## src/rtl/reg_pipe_pkg.sv

```systemverilog
// reg_pipe_pkg
//   Shared definitions for the reg_pipe elastic pipeline.
//   - RST_FILL    : fill bit for the default stage data reset value
//   - count_width : width of the occupancy counter, clog2(depth + 1)
package reg_pipe_pkg;

    localparam logic RST_FILL = 1'b0;

    function automatic int unsigned count_width(input int unsigned depth);
        return $clog2(depth + 1);
    endfunction

endpackage

```

## src/rtl/reg_pipe_stage.sv

```systemverilog
// reg_pipe_stage
//   One pipeline stage: a valid flag plus a payload register with a
//   load enable. The payload is only written when the incoming valid is
//   set, so bubbles passing through leave the stored data untouched.
//   Optional macro REG_PIPE_DATA_RST_EN: the payload register is also
//   loaded with RST_VAL on rst and flush_i. Without it the payload
//   register has no reset.
// Ports:
//   clk, rst     clock and synchronous active-high reset
//   flush_i      synchronous clear of the valid flag
//   load_i       stage accepts the upstream valid/data this cycle
//   up_valid_i   upstream valid
//   up_data_i    upstream payload
//   valid_o      stage holds valid data
//   data_o       stage payload
module reg_pipe_stage
    import reg_pipe_pkg::*;
#(
    parameter int unsigned        DWIDTH  = 32,
    parameter logic [DWIDTH-1:0]  RST_VAL = {DWIDTH{RST_FILL}}
) (
    input  logic              clk,
    input  logic              rst,
    input  logic              flush_i,
    input  logic              load_i,
    input  logic              up_valid_i,
    input  logic [DWIDTH-1:0] up_data_i,
    output logic              valid_o,
    output logic [DWIDTH-1:0] data_o
);

    logic              v_d, v_q;
    logic [DWIDTH-1:0] d_d, d_q;

    always_comb begin
        v_d = v_q;
        d_d = d_q;
        if (flush_i) begin
            v_d = 1'b0;
        end else if (load_i) begin
            v_d = up_valid_i;
            if (up_valid_i) begin
                d_d = up_data_i;
            end
        end
`ifdef REG_PIPE_DATA_RST_EN
        if (flush_i) begin
            d_d = RST_VAL;
        end
`endif
    end

    always_ff @(posedge clk) begin
        if (rst) begin
            v_q <= 1'b0;
        end else begin
            v_q <= v_d;
        end
    end

`ifdef REG_PIPE_DATA_RST_EN
    always_ff @(posedge clk) begin
        if (rst) begin
            d_q <= RST_VAL;
        end else begin
            d_q <= d_d;
        end
    end
`else
    // Payload deliberately has no reset; RST_VAL only matters with the macro.
    logic [DWIDTH-1:0] unused_rst_val;
    assign unused_rst_val = RST_VAL;

    always_ff @(posedge clk) begin
        d_q <= d_d;
    end
`endif

    assign valid_o = v_q;
    assign data_o  = d_q;

endmodule

```

## src/rtl/reg_pipe.sv

```systemverilog
// reg_pipe
//   Elastic DEPTH-stage pipeline register with valid/ready handshake,
//   per-stage bubble collapsing, synchronous flush and a registered
//   occupancy count. The last stage drives the outputs directly.
//   Optional macro REG_PIPE_DATA_RST_EN: stage data registers load
//   RST_VAL on rst/flush_i; otherwise out_data_o is only meaningful
//   while out_valid_o is set.
// Ports:
//   clk, rst      clock and synchronous active-high reset
//   in_valid_i    upstream data valid
//   in_data_i     upstream payload
//   in_ready_o    pipeline accepts in_data_i this cycle
//   out_valid_o   final stage holds valid data
//   out_data_o    final-stage payload
//   out_ready_i   downstream accepts this cycle
//   flush_i       synchronous discard of all in-flight entries
//   count_o       number of valid stages (registered)
module reg_pipe
    import reg_pipe_pkg::*;
#(
    parameter int unsigned        DWIDTH  = 32,
    parameter int unsigned        DEPTH   = 2,
    parameter logic [DWIDTH-1:0]  RST_VAL = {DWIDTH{RST_FILL}}
) (
    input  logic                            clk,
    input  logic                            rst,
    input  logic                            in_valid_i,
    input  logic [DWIDTH-1:0]               in_data_i,
    output logic                            in_ready_o,
    output logic                            out_valid_o,
    output logic [DWIDTH-1:0]               out_data_o,
    input  logic                            out_ready_i,
    input  logic                            flush_i,
    output logic [count_width(DEPTH)-1:0]   count_o
);

    localparam int unsigned CW = count_width(DEPTH);

    logic [DEPTH-1:0]  v;
    logic [DWIDTH-1:0] d [DEPTH];
    logic [DEPTH:0]    rdy;

    // Ready ripples from the output back to the input; built in one
    // procedural loop so each bit sees the already-updated bit above it.
    always_comb begin
        rdy        = '0;
        rdy[DEPTH] = out_ready_i;
        for (int unsigned i = 0; i < DEPTH; i++) begin
            rdy[DEPTH-1-i] = !v[DEPTH-1-i] || rdy[DEPTH-i];
        end
    end

    for (genvar k = 0; k < DEPTH; k++) begin : g_stage
        if (k == 0) begin : g_first
            reg_pipe_stage #(
                .DWIDTH  (DWIDTH),
                .RST_VAL (RST_VAL)
            ) u_stage (
                .clk        (clk),
                .rst        (rst),
                .flush_i    (flush_i),
                .load_i     (rdy[k]),
                .up_valid_i (in_valid_i),
                .up_data_i  (in_data_i),
                .valid_o    (v[k]),
                .data_o     (d[k])
            );
        end else begin : g_next
            reg_pipe_stage #(
                .DWIDTH  (DWIDTH),
                .RST_VAL (RST_VAL)
            ) u_stage (
                .clk        (clk),
                .rst        (rst),
                .flush_i    (flush_i),
                .load_i     (rdy[k]),
                .up_valid_i (v[k-1]),
                .up_data_i  (d[k-1]),
                .valid_o    (v[k]),
                .data_o     (d[k])
            );
        end
    end

    assign in_ready_o  = rdy[0] && !flush_i;
    assign out_valid_o = v[DEPTH-1];
    assign out_data_o  = d[DEPTH-1];

    logic          in_xfer, out_xfer;
    logic [CW-1:0] count_d, count_q;

    assign in_xfer  = in_valid_i && in_ready_o;
    assign out_xfer = out_valid_o && out_ready_i;

    always_comb begin
        count_d = count_q;
        if (flush_i) begin
            count_d = '0;
        end else if (in_xfer && !out_xfer) begin
            count_d = count_q + CW'(1);
        end else if (out_xfer && !in_xfer) begin
            count_d = count_q - CW'(1);
        end
    end

    always_ff @(posedge clk) begin
        if (rst) begin
            count_q <= '0;
        end else begin
            count_q <= count_d;
        end
    end

    assign count_o = count_q;

endmodule

```

## config.mk

```make
export PLATFORM = sky130hd
export DESIGN_NAME = reg_pipe
export DESIGN_NICKNAME = d
export VERILOG_FILES = /design/src/rtl/reg_pipe_pkg.sv /design/src/rtl/reg_pipe_stage.sv /design/src/rtl/reg_pipe.sv
export SDC_FILE = /design/constraint.sdc
export NUM_CORES = 1
export LEC_CHECK = 0
export ABC_AREA = 1
export CAP_MARGIN = 30
export CELL_PAD_IN_SITES_DETAIL_PLACEMENT = 1
export CELL_PAD_IN_SITES_GLOBAL_PLACEMENT = 1
export CORE_MARGIN = 4
export CORE_UTILIZATION = 38
export CTS_BUF_LIST = sky130_fd_sc_hd__clkbuf_4 sky130_fd_sc_hd__clkbuf_8
export DETAILED_ROUTE_END_ITERATION = 8
export PLACE_DENSITY_LB_ADDON = 0.15
export SETUP_SLACK_MARGIN = 0.05
export SYNTH_ARGS = -nofsm -noshare
export SYNTH_HDL_FRONTEND = slang
export SYNTH_HIERARCHICAL = 1
export SYNTH_SLANG_ARGS = --single-unit
```

## constraint.sdc

```tcl
create_clock -name clk -period 2.6 [get_ports clk]
set_input_delay 0.39 -clock clk [delete_from_list [all_inputs] [get_ports clk]]
set_output_delay 0.39 -clock clk [all_outputs]
set_load 0.02 [all_outputs]
```

After elaboration in Yosys (flattened, before gate mapping)
Cells that the tools add are included.

Add/subtract/negate cells: 2. Multiplexer cells: 2. Bitwise logic cells: 1. Reductions and logical operators: 16.

Operators by type and width (number): 3-bit AND reduction (2); 1-bit logical AND (5); 1-bit logical NOT (5); 2-bit two-way mux (2); 2-bit by 1-bit adder with 2-bit output (second input constant) (1); 1-bit logical OR (2); 2-bit nonzero test (1); 2-bit OR reduction (1); 2-bit by 1-bit subtractor with 2-bit output (second input constant) (1); 1-bit NOT (1).

Register bits: 68. Bits of input ports: 37. Word-level logic and storage cells: 26.

Logic depth before layout (Yosys ltp)
Word-level depth: 9. Depth in mapped cells: 11.

Hierarchy
Netlist, hierarchy kept.

Modules (own cells, without submodules): reg_pipe_stage (times used 2, cells an instance 41, area each 1016.0 µm²); reg_pipe (times used 1, cells an instance 27, area each 156.4 µm²).

Least setup slack after synthesis
No wires, ideal clock.

Kind: register -> register. Start: reg g_stage[1].g_next.u_stage.v_q. End: reg g_stage[0].g_first.u_stage.d_q[0] (enable). Setup time: 0.421 ns. Arrival: 1.980 ns. Required time: 2.179 ns. Path slack: 0.199 ns. Cell stages (with the launch flop): 4. Cells stage by stage: dfxtp_1 nand3_1 nand2_1 nor2_1.

Word-level cells in the longest chain between the ends: 4.

RTL lines: start: declaration (RTL line reg_pipe_stage.sv:32) `logic v_d, v_q;`; start signal: assignment (RTL line reg_pipe_stage.sv:57) `v_q <= v_d;`; 1-bit logical NOT (RTL line reg_pipe.sv:49) `rdy[DEPTH-1-i] = !v[DEPTH-1-i] || rdy[DEPTH-i];`; 1-bit logical OR (2 in series) (RTL line reg_pipe.sv:49); via rdy[0] (RTL line reg_pipe.sv:41) `logic [DEPTH:0] rdy;`; 3-bit AND reduction (no line); end signal: assignment (RTL line reg_pipe_stage.sv:75) `d_q <= d_d;`; end: declaration (RTL line reg_pipe_stage.sv:33) `logic [DWIDTH-1:0] d_d, d_q;`.

The timed path passes the listed nets, and every way through them passes these cells. A chain may end at the register's enable or synchronous reset.

Worst setup path after layout
Start: in out_ready_i. End: out in_ready_o.

Word-level cells in the longest chain between the ends: 3.

RTL lines: start: declaration (RTL line reg_pipe.sv:32) `input logic out_ready_i,`; 1-bit logical OR (2 in series) (RTL line reg_pipe.sv:49); via rdy[0] (RTL line reg_pipe.sv:41); 1-bit logical AND (RTL line reg_pipe.sv:85) `assign in_ready_o = rdy[0] && !flush_i;`; end: declaration (RTL line reg_pipe.sv:29) `output logic in_ready_o,`.

The timed path passes the listed nets, and every way through them passes these cells.

==> reports/summary.txt <==
Status = completed
Max_cap viols = 0
DP Area = 3040 sq um
Initial Util = 39.5%
Lkg Pwr = 1.16 nW
Share of cells above drive strength 1 = 12.9%
Largest net degree at the start of global routing = 33
Fin util = 58.7%
Logic pwr share = 5.9%
Clock-pin slew on the worst setup and hold paths = 70 ps
Commonest non-fill, non-tap cell in the layout = clkdlybuf4s50_1
WL final = 4600 microns
Initial antenna violation count = 0
Std cell rows = 27
Iteration-0 DRC Markers = 39
WP buf/inv = 4
Data required, critical path = 2210 ps
Data arrival, critical path = 1780 ps
Num ports = 73
Die X = 83.9 microns
Fin. Hold Viols = 0
Final Skew = 9.69 ps
RePlAce Congestion = 0.732
Mapped Cells = 109
Clk network pwr share = 38.2%
Global route total overflow = 0
Final setup fails = 0
Power Dens Cells = 697 nW/um^2
Die Area = 7040 sq um
#FFs+latches synth = 68
Post-synthesis sequential area ratio = 91.5%
Synth Net Count = 147
First-pass GRT wire length = 7190 microns
Fin Setup TNS = 0 ps
Avg Cell Area, Syn = 20.1 sq um
Max incr delay on CP = 600 ps
Core Footprint = 5540 sq um
Slowest CP cell = clkdlybuf4s50_1
Hold slack = 420 ps
Port Buffers = 72
Synth cell types = 13
Worst slew margin = 73.2%
CTS root buffer = clkbuf_8
Switching pwr = 414 uW
Num Clock Sinks = 68
Vias in the first global route = 1344
Nets@finish = 234
Total CTS buffers = 9
Setup WS post-layout = 428 ps
Cts-stage hold buffer count = 0
Post-CTS sizing = 0
RSZ-0062 raised after global routing = no
Final period utilization = 83.5%
Final Cell Area = 3250 sq um
Worst vdd ir = 0.293 mV
Top delay family on crit path = buffers and inverters
Via Count = 1222
Pre-CTS WS = 411 ps
Hold Crit Class = reg2reg
CTS tree = yes
Die H = 83.9 microns
Max FO, Critical Path = 3
DP HPWL = 3470 microns
Final count of pins violating max slew = 0
Post-CTS setup buffer count = 0
Switching share of power = 18.3%
Area Growth Syn to Fin = 48.7%
H-Tree Depth = 3
Worst Tran Pin Value = 402 ps
Kind of end point of the critical path = primary output
Achievable frequency = 460 MHz
Wire per inst = 16.8 microns
Ant diodes = 0
Internal power = 1.85 mW
Most frequent cells in the layout = clkdlybuf4s50_1 (72), edfxtp_1 (64), inv_1 (14), nand2_1 (12), clkbuf_8 (11)
Startpoint types = input pin
Syn Std Cell Area = 2190 sq um
Clk buf depth = 2
TritonRoute pass-1 iters = 4
DRC Markers = 0
Later-pin clock latency in the skew report = 320 ps
Post-DR vias/cell = 4.48
Worst-path cell chain = clkdlybuf4s50_1 > inv_1 > nand3_1 > nand2_1 > inv_1 > clkdlybuf4s50_1
Final ANT Viol Nets = 0
Reg power frac = 55.8%
Crit path kind = in2out
Period minus WS final = 2170 ps
Total GRT Usage = 14.0%
Yosys Warn Count = 6
==> synth_stat cells, drive strengths merged <==
master   n  share of area (%)
a21oi    2               0.80
dfxtp    4                3.7
edfxtp  64                 88
ha       1               0.57
inv     15                2.6
nand2   13                2.3
nand3    2               0.46
nand4    1               0.29
nor2     5               0.86
nor3     1               0.23
xor2     1               0.40
==> area by class of cell <==
| cell class | instances | area [sq um] |
|---|---|---|
| clock buffer | 14 | 174 |
| clock inverter | 2 | 35.0 |
| fill | 533 | 2290 |
| inverter | 15 | 56.3 |
| multi-input combinational | 26 | 145 |
| sequential | 68 | 2000 |
| tap | 72 | 90.1 |
| timing repair buffer | 76 | 751 |
==> worst paths after layout <==
path	startpoint	end	slack (ps)	cells after the start
setup / recovery	out_ready_i	in_ready_o	430	6
hold / removal	g_stage[0].g_first.u_stage/data_o[9]	g_stage[1].g_next.u_stage/data_o[9]	420	0
setup reg to reg	g_stage[1].g_next.u_stage/valid_o	g_stage[0].g_first.u_stage/data_o[28]	1030	4
hold reg to reg	g_stage[0].g_first.u_stage/data_o[9]	g_stage[1].g_next.u_stage/data_o[9]	420	0
==> power by group through the flow <==
stage          clock network [mW]  logic, mW  registers (mW)
6_report                    0.867      0.134            1.27
5_1_grt                     0.954      0.143            1.27
4_1_cts                     0.893      0.136            1.27
3_5_place_dp                    0      0.135            1.29
3_3_place_gp                    0      0.128            1.28
2_1_floorplan                   0     0.0254            1.30
==> worst register-to-register path, cell delays in order, from the launching register on <==
cell and delay, ps:
dfxtp_1 360, nand3_1 150, nand2_1 140, nor2_4 350
buf_4 290
==> cell families (layout without fill, tap and decap cells) <==
kind of cell               Yosys count  in the layout  synth area share, %
DFF                                 68             68                 91.5
AOI/OAI and AO/OA                    2              2                0.801
buffers and inverters               15            107                 2.57
xor gates and xnor gates             1              1                0.400
adders and majority gates            1              1                0.572
and+or+nand+nor                     22             22                 4.17
==> flip-flops by register name, summed over array words and instances, names as in the netlist <==
| register | flops |
|---|---|
| g_stage.g_next.u_stage/data_o | 32 |
| g_stage.g_next.u_stage/valid_o | 1 |
| g_stage.g_first.u_stage/valid_o | 1 |
| count_o | 2 |
| g_stage.g_first.u_stage/data_o | 32 |
==> stage by stage <==
| step | instances | power [mW] |
|---|---|---|
| after floorplan | 109 | 1.32 |
| after global placement | 257 | 1.41 |
| after detailed placement | 257 | 1.43 |
| after CTS | 273 | 2.30 |
| after global routing | 273 | 2.37 |
| final | 273 | 2.27 |
==> per-layer routing <==
layer	GRT usage [%]	wire length, microns	vias up
li1	-	-	561
met5	0	0	-
met4	4.97	39	0
met1	14.8	1690	602
met2	25.0	2560	57
met3	5.92	307	2
Power figures use the tool's default switching activity.
==> RTL change 1 (same flow settings) <==
The option `REG_PIPE_DATA_RST_EN` is turned on by a define.
--- a/src/rtl/reg_pipe_stage.sv
+++ b/src/rtl/reg_pipe_stage.sv
@@ -13,6 +13,8 @@
 //   up_data_i    upstream payload
 //   valid_o      stage holds valid data
 //   data_o       stage payload
+`define REG_PIPE_DATA_RST_EN
+
 module reg_pipe_stage
     import reg_pipe_pkg::*;
 #(
Formal check against the unedited RTL: not equivalent (Yosys sat finds a counterexample within 4 cycles, from zero or initial values).
==> RTL change 1 against the original RTL <==
- worst setup slack improved by 3.7 ps
- routed wire length up 49%
- combinational power increased by 91%
- synthesized area grew 33%
- count of clock-buffer cells in the layout shrank 2
- cell area rose by 19%
- power decreased by 0.86%
- sequential cell count did not move
- highest routed layer unchanged
==> RTL change 1: results <==
group,metric,value,unit
sta,worstMarginPinSlew,580.5,ps
synthesis,synthMuxAreaShare,0,
drt,met1Wirelength,3070,µm
synthesis,synth_fa_ha_area_frac,0.004312,
worst_setup_path,r2r_slack,1100,ps
place,finalWeightedCongestion,0.7389,
min_path,hp-class,"register to register",
min_path,min_to,"g_stage[1].g_next.u_stage/data_o[28]$_SDFFE_PP0P_",
worst_setup_path,slowest_delay,590,ps
global_routing,antenna_found_initial,0,
synthesis,synth-compound-area-share,0.003450,
worst_setup_path,rr_startpoint,"g_stage[1].g_next.u_stage/valid_o$_SDFFE_PP0P_",
drt,top_layer_used,"met4",
clock_tree,clk_pin_slew,80,ps
place,hpwl,4795,µm
synthesis,synth_area_leaders,"dfxtp_1 47%, nand2_1 18%, nor2_1 17%, inv_1 9.8%, buf_6 3.1%",
clock_tree,cts_resized,0,
worst_setup_path,crit_family,"buffers and inverters",
global_routing,gr-usage-met1,0.1938,
finish,layout-drive-gt1-share,0.05212,
global_routing,grt.total_usage,0.1647,
synthesis,synth-xor-area-share,0.003019,
global_routing,grt_start_max_net_pins,66,
sta,skew,8.136,ps
synthesis,synth.net_count,483,
power_and_ir_drop,power.leakage,1.903,nW
worst_setup_path,r2r_cells,6,
clock_tree,cts.path.max_buffers,2,
drt,wl_met3,306,µm
clock_tree,root_buffer,"clkbuf_8",
synthesis,synth_top_cells_by_count,"138 x nand2_1, 131 x nor2_1, 76 x inv_1, 68 x dfxtp_1",
synthesis,ys_seq_area_frac,0.4692,
drt,drtIter0Drc,66,
finish,fillCellCount,961,
run_status,outcome,"finished clean",
drt,via_per_inst,4.339,
synthesis,ys_types,16,
drt,drt-total-wl,6868,µm
global_routing,grt_pass1_vias,2720,
global_routing,grt_util_met3,0.04183,
drt,met2WireLength,3420,µm
power_and_ir_drop,ir_drop,0.3009,mV
global_routing,grt_pass1_wl,11790,µm
worst_setup_path,worstPathMaxFanout,3,
global_routing,use_met2,0.2915,
min_path,worstHoldStart,"g_stage[0].g_first.u_stage/data_o[28]$_SDFFE_PP0P_",
place,port_buffers,72,
min_path,holdPathStages,2,
finish,fin_nets,551,
synthesis,synth_flop_cell,"dfxtp_1",
worst_setup_path,rr_endpoint,"g_stage[1].g_next.u_stage/data_o[31]$_SDFFE_PP0P_",
==> RTL change 1: changes by cell type after synthesis, sizes merged <==
cell	unedited run	this run
nor2	5	133
nand2	13	139
dfxtp	4	68
edfxtp	64	0
inv	15	77
buf	0	20
==> RTL change 1: power by group <==
| part | total [mW] | internal (mW) | leakage, nW | switching (mW) |
|---|---|---|---|---|
| combinational | 0.256 | 0.120 | 1.24 | 0.136 |
| sequential | 1.09 | 1.08 | 0.554 | 0.0175 |
| clock | 0.898 | 0.503 | 0.106 | 0.395 |
==> RTL change 1: worst max-delay path by stage <==
stage,end,slack [ps],start,depth (start not counted)
floorplan,count_o[1]$_SDFFE_PP0P_,1200,g_stage[1].g_next.u_stage/valid_o$_SDFFE_PP0P_,8
global placement,in_ready_o,460,out_ready_i,6
detailed placement,in_ready_o,430,out_ready_i,6
CTS,in_ready_o,420,out_ready_i,6
global route,in_ready_o,300,out_ready_i,6
finish,in_ready_o,430,out_ready_i,6
==> RTL change 1: metrics by stage <==
stage          area [µm²]  cells  utilization  setup slack [ps]  hold WS [ps]
4_1_cts              3860    617       0.5265             419.5         482.5
3_3_place_gp         3654    601       0.4984             455.3         463.2
2_1_floorplan        2902    445            -              1196         447.5
6_report             3860    617       0.5265             431.5         482.1
5_1_grt              3860    617       0.5265             301.5         512.7
3_5_place_dp         3654    601       0.4984             425.8         475.3
==> RTL change 1: final cells by class <==
class	instances	area share
Clock buffer	12	0.04117
Clock inverter	4	0.01232
Inverter	77	0.07488
Multi-Input combinational cell	280	0.2840
Sequential cell	68	0.3527
Tap cell	99	0.03209
Timing Repair Buffer	77	0.2029
==> RTL change 1: cell families after synthesis <==
group                      after synthesis
buffers and inverters                   97
and+or+nand+nor                        276
AOI/OAI and AO/OA                        2
adders and majority gates                1
DFF                                     68
xor gates and xnor gates                 1
==> RTL change 2 (same flow settings) <==
Without the edit above. Register the output `count_o` once more, without a reset; this adds one clock of latency there. The other outputs are not delayed to match. Comments in the files are not updated.
--- a/src/rtl/reg_pipe.sv
+++ b/src/rtl/reg_pipe.sv
@@ -111,7 +111,9 @@
         end
     end
 
-    assign count_o = count_q;
+    always_ff @(posedge clk) begin
+        count_o <= count_q;
+    end
 
 endmodule
 
Function: changed (a bounded check fails within 4 cycles, from zero or initial values).
==> RTL change 2 against the original RTL <==
- power fell by 7.1%
- sequential cell count rose by 2
- cell area fell by 0.69%
- routed wire length fell by 10%
- worst setup slack got worse by 41 ps
- synthesized area rose by 1.7%
- register-to-register slack improved by 60 ps
- final cell count fell by 0.73%
- critical path type unchanged
==> RTL change 2: results <==
group,metric,value,unit
synthesis,synth_area_leaders,"edfxtp_1 86%, dfxtp_1 5.4%, inv_1 2.4%, nand2_1 2.0%, nor2_1 0.84%",
drt,drt-pass1-iter-count,2,
global_routing,gr-usage-met1,0.1345,
min_path,min_to,"count_o[1]$_DFF_P_",
drt,drt-total-wl,4119,µm
run_status,outcome,"finished clean",
global_routing,grt_pass1_wl,6575,µm
sta,worstMarginPinSlew,412.3,ps
drt,via_per_inst,4.446,
synthesis,synth.net_count,149,
synthesis,synth_top_cell_area_share,0.8639,
synthesis,avgSynthCellArea,20.04,µm²
power_and_ir_drop,ir_drop,0.3027,mV
worst_setup_path,r2r_slack,1090,ps
place,finalWeightedCongestion,0.7233,
place,hpwl,3040,µm
place,place_area,3078,µm²
drt,wl_met3,251,µm
global_routing,grt_util_met3,0.04122,
worst_setup_path,critPathLaunch,"flush_i",
worst_setup_path,worstPathMaxFanout,6,
min_path,worstHoldStart,"count_q[1]$_SDFFE_PP0P_",
global_routing,grt_pass1_vias,1338,
drt,drtIter0Drc,42,
drt,met1Wirelength,1567,µm
drt,met2WireLength,2162,µm
-- RTL change 2: cells by family after synthesis --
kind of cell	share of synthesized area
AND/OR/NAND/NOR	0.03881
AO/OA/AOI/OAI	0.01237
flip-flops	0.9179
adder cells (fa/ha/maj)	0.005623
buffers and inverters	0.02531
-- RTL change 2: metrics by stage --
step                hold slack, ps  total power, mW    util  worst slack (ps)
floorplan                    350.8            1.355       -             199.3
global placement             362.5            1.442  0.5489             442.9
detailed placement           369.5            1.452  0.5489             364.1
CTS                          382.7            2.141  0.5761             362.6
global route                 391.1            2.216  0.5761             280.5
finish                       384.7            2.107  0.5761             386.6
-- RTL change 2: area by class of cell --
class | instances | area share
Sequential cell | 70 | 0.6321
Timing Repair Buffer | 74 | 0.2316
Multi-Input combinational cell | 26 | 0.04376
Clock buffer | 11 | 0.04299
Tap cell | 72 | 0.02789
Inverter | 15 | 0.01743
Clock inverter | 3 | 0.004260
